**src/rtl/btn_mode_ctrl.sv**
```systemverilog
// Alarm-clock button controller: arbitrates conditioned button presses, runs the
// clock/adjust/ringing mode FSM and emits inc/dec strobes with hold-to-repeat.
module btn_mode_ctrl #(
  parameter int unsigned     HOLD_CYC = 50_000_000,
  parameter int unsigned     REP_CYC  = 12_500_000,
  parameter longint unsigned RING_CYC = 64'd3_000_000_000
) (
  input  logic       i_clk,
  input  logic       i_rst,
  input  logic [4:0] i_btn_pulse,  // {right, left, down, up, center}
  input  logic [4:0] i_btn_level,
  input  logic       i_alarm_match,
  input  logic       i_alarm_en,
  output logic       o_adj_mode,
  output logic [1:0] o_field_sel,
  output logic       o_inc,
  output logic       o_dec,
  output logic       o_ringing
);

  localparam int unsigned RepMax = (HOLD_CYC > REP_CYC) ? HOLD_CYC : REP_CYC;
  localparam int unsigned RepW   = (RepMax > 1) ? $clog2(RepMax) : 1;
  localparam int unsigned RingW  = (RING_CYC > 1) ? $clog2(RING_CYC) : 1;

  typedef enum logic [2:0] {
    StClock, StAdjHr, StAdjMin, StAdjAhr, StAdjAmin, StRinging
  } state_t;

  state_t             r_state;
  logic               r_adj_mode;
  logic [1:0]         r_field_sel;
  logic               r_inc;
  logic               r_dec;
  logic               r_ringing;
  logic               r_rep_act;    // auto-repeat armed
  logic               r_rep_dn;     // 0: repeating up, 1: repeating down
  logic               r_rep_phase;  // 0: initial hold, 1: repeat interval
  logic [RepW-1:0]    r_rep_cnt;
  logic [RingW-1:0]   r_ring_cnt;

  logic w_ctr, w_up, w_dn, w_lf, w_rt, w_any, w_alarm;
  logic w_rep_lvl, w_rep_hit, w_ring_done;
  logic w_unused_lvl;

  // Fixed-priority arbitration: center > up > down > left > right.
  always_comb begin
    w_ctr       = i_btn_pulse[0];
    w_up        = i_btn_pulse[1] & ~i_btn_pulse[0];
    w_dn        = i_btn_pulse[2] & ~|i_btn_pulse[1:0];
    w_lf        = i_btn_pulse[3] & ~|i_btn_pulse[2:0];
    w_rt        = i_btn_pulse[4] & ~|i_btn_pulse[3:0];
    w_any       = |i_btn_pulse;
    w_alarm     = i_alarm_match & i_alarm_en;
    w_rep_lvl   = r_rep_dn ? i_btn_level[2] : i_btn_level[1];
    w_rep_hit   = r_rep_phase ? (r_rep_cnt == RepW'(REP_CYC - 1))
                              : (r_rep_cnt == RepW'(HOLD_CYC - 1));
    w_ring_done = (r_ring_cnt == RingW'(RING_CYC - 64'd1));
  end

  // Only the up/down levels drive auto-repeat.
  assign w_unused_lvl = ^{i_btn_level[4:3], i_btn_level[0]};

  function automatic state_t adj_state(input logic [1:0] f);
    unique case (f)
      2'd0:    adj_state = StAdjHr;
      2'd1:    adj_state = StAdjMin;
      2'd2:    adj_state = StAdjAhr;
      default: adj_state = StAdjAmin;
    endcase
  endfunction

  // Mode FSM with registered outputs, auto-repeat and ring timeout.
  always_ff @(posedge i_clk or posedge i_rst) begin
    if (i_rst) begin
      r_state     <= StClock;
      r_adj_mode  <= 1'b0;
      r_field_sel <= 2'd0;
      r_inc       <= 1'b0;
      r_dec       <= 1'b0;
      r_ringing   <= 1'b0;
      r_rep_act   <= 1'b0;
      r_rep_dn    <= 1'b0;
      r_rep_phase <= 1'b0;
      r_rep_cnt   <= '0;
      r_ring_cnt  <= '0;
    end else begin
      r_inc <= 1'b0;
      r_dec <= 1'b0;
      unique case (r_state)
        StClock: begin
          r_rep_act <= 1'b0;
          r_rep_cnt <= '0;
          if (w_alarm) begin
            r_state    <= StRinging;
            r_ringing  <= 1'b1;
            r_ring_cnt <= '0;
          end else if (w_ctr) begin
            r_state     <= StAdjHr;
            r_adj_mode  <= 1'b1;
            r_field_sel <= 2'd0;
          end
        end
        StRinging: begin
          // Any press only silences the alarm; it is not forwarded.
          if (w_any || w_ring_done) begin
            r_state    <= StClock;
            r_ringing  <= 1'b0;
            r_ring_cnt <= '0;
          end else begin
            r_ring_cnt <= r_ring_cnt + RingW'(1);
          end
        end
        default: begin
          if (w_ctr) begin
            r_state    <= StClock;
            r_adj_mode <= 1'b0;
            r_rep_act  <= 1'b0;
            r_rep_cnt  <= '0;
          end else if (w_up || w_dn) begin
            r_inc       <= w_up;
            r_dec       <= w_dn;
            r_rep_act   <= 1'b1;
            r_rep_dn    <= w_dn;
            r_rep_phase <= 1'b0;
            r_rep_cnt   <= '0;
          end else if (w_lf || w_rt) begin
            r_field_sel <= w_rt ? r_field_sel + 2'd1 : r_field_sel - 2'd1;
            r_state     <= adj_state(w_rt ? r_field_sel + 2'd1 : r_field_sel - 2'd1);
            r_rep_act   <= 1'b0;
            r_rep_cnt   <= '0;
          end else if (r_rep_act) begin
            if (!w_rep_lvl) begin
              r_rep_act <= 1'b0;
              r_rep_cnt <= '0;
            end else if (w_rep_hit) begin
              r_inc       <= ~r_rep_dn;
              r_dec       <= r_rep_dn;
              r_rep_phase <= 1'b1;
              r_rep_cnt   <= '0;
            end else begin
              r_rep_cnt <= r_rep_cnt + RepW'(1);
            end
          end
        end
      endcase
    end
  end

  assign o_adj_mode  = r_adj_mode;
  assign o_field_sel = r_field_sel;
  assign o_inc       = r_inc;
  assign o_dec       = r_dec;
  assign o_ringing   = r_ringing;

endmodule
```
**config.mk**
```make
export PLATFORM = sky130hd
export DESIGN_NAME = btn_mode_ctrl
export DESIGN_NICKNAME = d
export VERILOG_FILES = /design/src/rtl/btn_mode_ctrl.sv
export SDC_FILE = /design/constraint.sdc
export NUM_CORES = 1
export LEC_CHECK = 0
export BUFFER_PORTS_ARGS = -buffer_cell sky130_fd_sc_hd__buf_2
export CAP_MARGIN = 10
export CORE_MARGIN = 2
export CORE_UTILIZATION = 55
export CTS_BUF_LIST = sky130_fd_sc_hd__clkbuf_16
export CTS_CLUSTER_SIZE = 24
export DETAILED_ROUTE_END_ITERATION = 8
export HOLD_SLACK_MARGIN = 0.12
export PLACE_DENSITY = 0.76
export SLEW_MARGIN = 0
export SYNTH_ARGS = -nofsm -noshare
export SYNTH_HDL_FRONTEND = slang
export SYNTH_SLANG_ARGS = --single-unit
```
**constraint.sdc**
```tcl
create_clock -name i_clk -period 6.2 [get_ports i_clk]
set_input_delay 0.93 -clock i_clk [delete_from_list [all_inputs] [get_ports i_clk]]
set_output_delay 0.93 -clock i_clk [all_outputs]
set_load 0.05 [all_outputs]
```
==> reports/metrics.csv <==
metric,value,unit
synthMuxAreaShare,0.00786,
cts_tree,done,
cts_setup_buffers,0,
clk_pin_slew,50,ps
gp_congestion,0.831,
yosys_register_bits,70,
report.final.setup_viol,0,
mostFrequentLayoutCell,dfrtp_1,
final_layout_size_suffix_gt1_frac,0.0959,
rsz0062_at_grt,no,
cts_resized,0,
wl_per_cell,15.9,um
slowest_delay,710,ps
powerDensity,307,mW/mm^2
initial_core_util,0.558,
cp_max_fo,18,
synth.net_count,470,
routed_wl,9030,um
synth_compound_area_frac,0.148,
required,6450,ps
ys_seq_area_frac,0.440,
period_minus_slack,3240,ps
drv_slew,0,
diodes,0,
ioPinCount,20,
crit_chain,buf_2 > or4_4 > or3_1 > a31oi_2 > buf_4 > a21oi_1 > o21ai_0,
stdcell_count,568,
synthFlopType,dfrtp_1,
fin_setup_tns,0,ps
synthAdderAreaFrac,0.00943,
maxCapViolCount,0,
p_clk_frac,0.387,
yosys.area_share.simple,0.303,
htreeDepth,3,
p_comb_frac,0.230,
initialDrtViolationCount,271,
coreArea,0.00714,sq mm
syn2layout_area_growth,11.8,%
nets,482,
dieArea,0.00794,sq mm
die_h,89.1,um
async_flop_share,1.00,
p_int,923,uW
startpoint_type,primary input,
p_switching,445,uW
switching_share,0.325,
grt_max_degree,71,
die_w,89.1,um
synthCells,453,
hold_class,flip-flop to flip-flop,
power_leakage,0.00180,uW
clk_path_buf_depth,2,
yosys_warnings,0,
worstSetupPathType,primary input to flip-flop,
dr.pass1.iters,5,
clock_latency,330,ps
drtAntennaViolNets,0,
layout_common_cells,"dfrtp_1, nand2_1, nor2_1",
ctsHoldBuffers,0,
synth_edf_count,0,
vdd_drop_max,0.144,mV
cts_sinks,70,
yosysUniqueCellTypes,52,
crit_buf_inv,2,
synth_area,0.00398,sq mm
num_vias,3591,
synth_top_family_by_area,simple AND/OR/NAND/NOR gates,
relSlewSlack,0.171,
cts_buffers,9,
grt_usage,0.245,
viasPerCell,6.32,
fin_crit_sh,0.523,
worst_slew_pin_slew,1230,ps
syn_avg_cell_area,8.79,sq um
cp.arrival,3490,ps
dp.cells,552,
grt_pass1_wl,15100,um
cts-root-buf,clkbuf_16,
placementRows,31,
cp_top_family,simple AND/OR/NAND/NOR gates,
drc,0,
final-seq-area,0.00175,sq mm
status,"complete, no violations",
multi_input_area,0.00211,sq mm
port_buffers,16,
fin_total_pwr,1370,uW
first_global_vias,3243,
antenna_found_initial,0,
final_hold_viol_count,0,
endpoint_kind,flip-flop,
pwr-share-seq,0.383,
grt_overflow,0,
fmax,0.308,GHz
dpl.hpwl,5950,um
fin_worst_skew,4.24,ps
synth_xor_area_frac,0.0572,
cp_slowest_cell,a31oi_2,
nFillCells,600,
metrics by stage:
stage | instance area, sq um | utilization | worst slack [ps] | hold slack [ps]
floorplan | 3980 | - | 3330 | 456
global placement | 4140 | 0.580 | 2720 | 484
detailed placement | 4140 | 0.580 | 2650 | 492
CTS | 4440 | 0.623 | 2980 | 506
global route | 4450 | 0.624 | 2760 | 540
finish | 4450 | 0.624 | 2960 | 500
logic make-up after synthesis:
group	Yosys count
simple gates	230
fa+ha+maj	3
flops	70
compound gates	89
mux	3
buf+inv	32
xor+xnor	26
worst paths after layout:
path,start,endpoint,slack (ps),cells past startpoint
max,i_btn_pulse[0],r_ring_cnt[7],2960,7
min,o_ringing,o_ringing,500,2
max reg2reg,r_rep_cnt[0],r_rep_cnt[9],3430,7
min reg2reg,o_ringing,o_ringing,500,2
max in group asynchronous,i_rst,r_rep_cnt[15],4760,3
min in group asynchronous,i_rst,o_adj_mode,850,3
cells in the mapped netlist, types with 7 or more instances:
master,instances,area [sq um]
nor2_1,39,146
xnor2_1,21,184
nand3_1,34,170
nand4_1,14,87.6
and3_1,14,87.6
o21ai_0,16,80.1
a31oi_1,20,125
or4_1,7,52.6
nor4_1,14,87.6
a21oi_1,16,80.1
clkbuf_1,12,45.0
nor3_1,17,85.1
dfrtp_1,70,1750
nand2_1,54,203
inv_1,11,41.3
buf_2,7,35.0
a21o_1,8,60.1
tightest hold or removal path: cells and delay by family (launching register included):
kind             cells  cell delay [ps]
AO/OA/AOI/OAI        1               70
flip-flops           1              330
AND/OR/NAND/NOR      1               60
power groups by stage:
| stage | logic (uW) | clock network [uW] | registers [uW] |
|---|---|---|---|
| CTS | 312 | 536 | 523 |
| finish | 315 | 530 | 524 |
| detailed placement | 309 | 0 | 531 |
| global placement | 300 | 0 | 529 |
| global route | 345 | 556 | 528 |
| floorplan | 178 | 0 | 579 |
flip-flops by register name, indices dropped and copies added (netlist names):
| signal | flops |
|---|---|
| o_adj_mode | 1 |
| o_dec | 1 |
| r_rep_phase | 1 |
| r_rep_dn | 1 |
| r_rep_cnt | 26 |
| o_inc | 1 |
| r_rep_act | 1 |
| o_ringing | 1 |
| o_field_sel | 2 |
| r_ring_cnt | 32 |
| r_state | 3 |
per-layer routing:
| metal | vias up | GRT usage | part of all wire |
|---|---|---|---|
| li1 | 1713 | - | - |
| met1 | 1750 | 0.336 | 0.45 |
| met2 | 115 | 0.382 | 0.48 |
| met3 | 13 | 0.0425 | 0.049 |
| met4 | 0 | 0.113 | 0.018 |
| met5 | - | 0 | 0 |
area by class of cell:
cell class	count	area share
multi-input combinational	351	0.473
sequential	70	0.393
clock buffer	9	0.0506
timing repair buffer	22	0.0281
tap	99	0.0278
clock inverter	6	0.0174
inverter	11	0.00927
No activity file was read; power rests on OpenSTA's default activity.
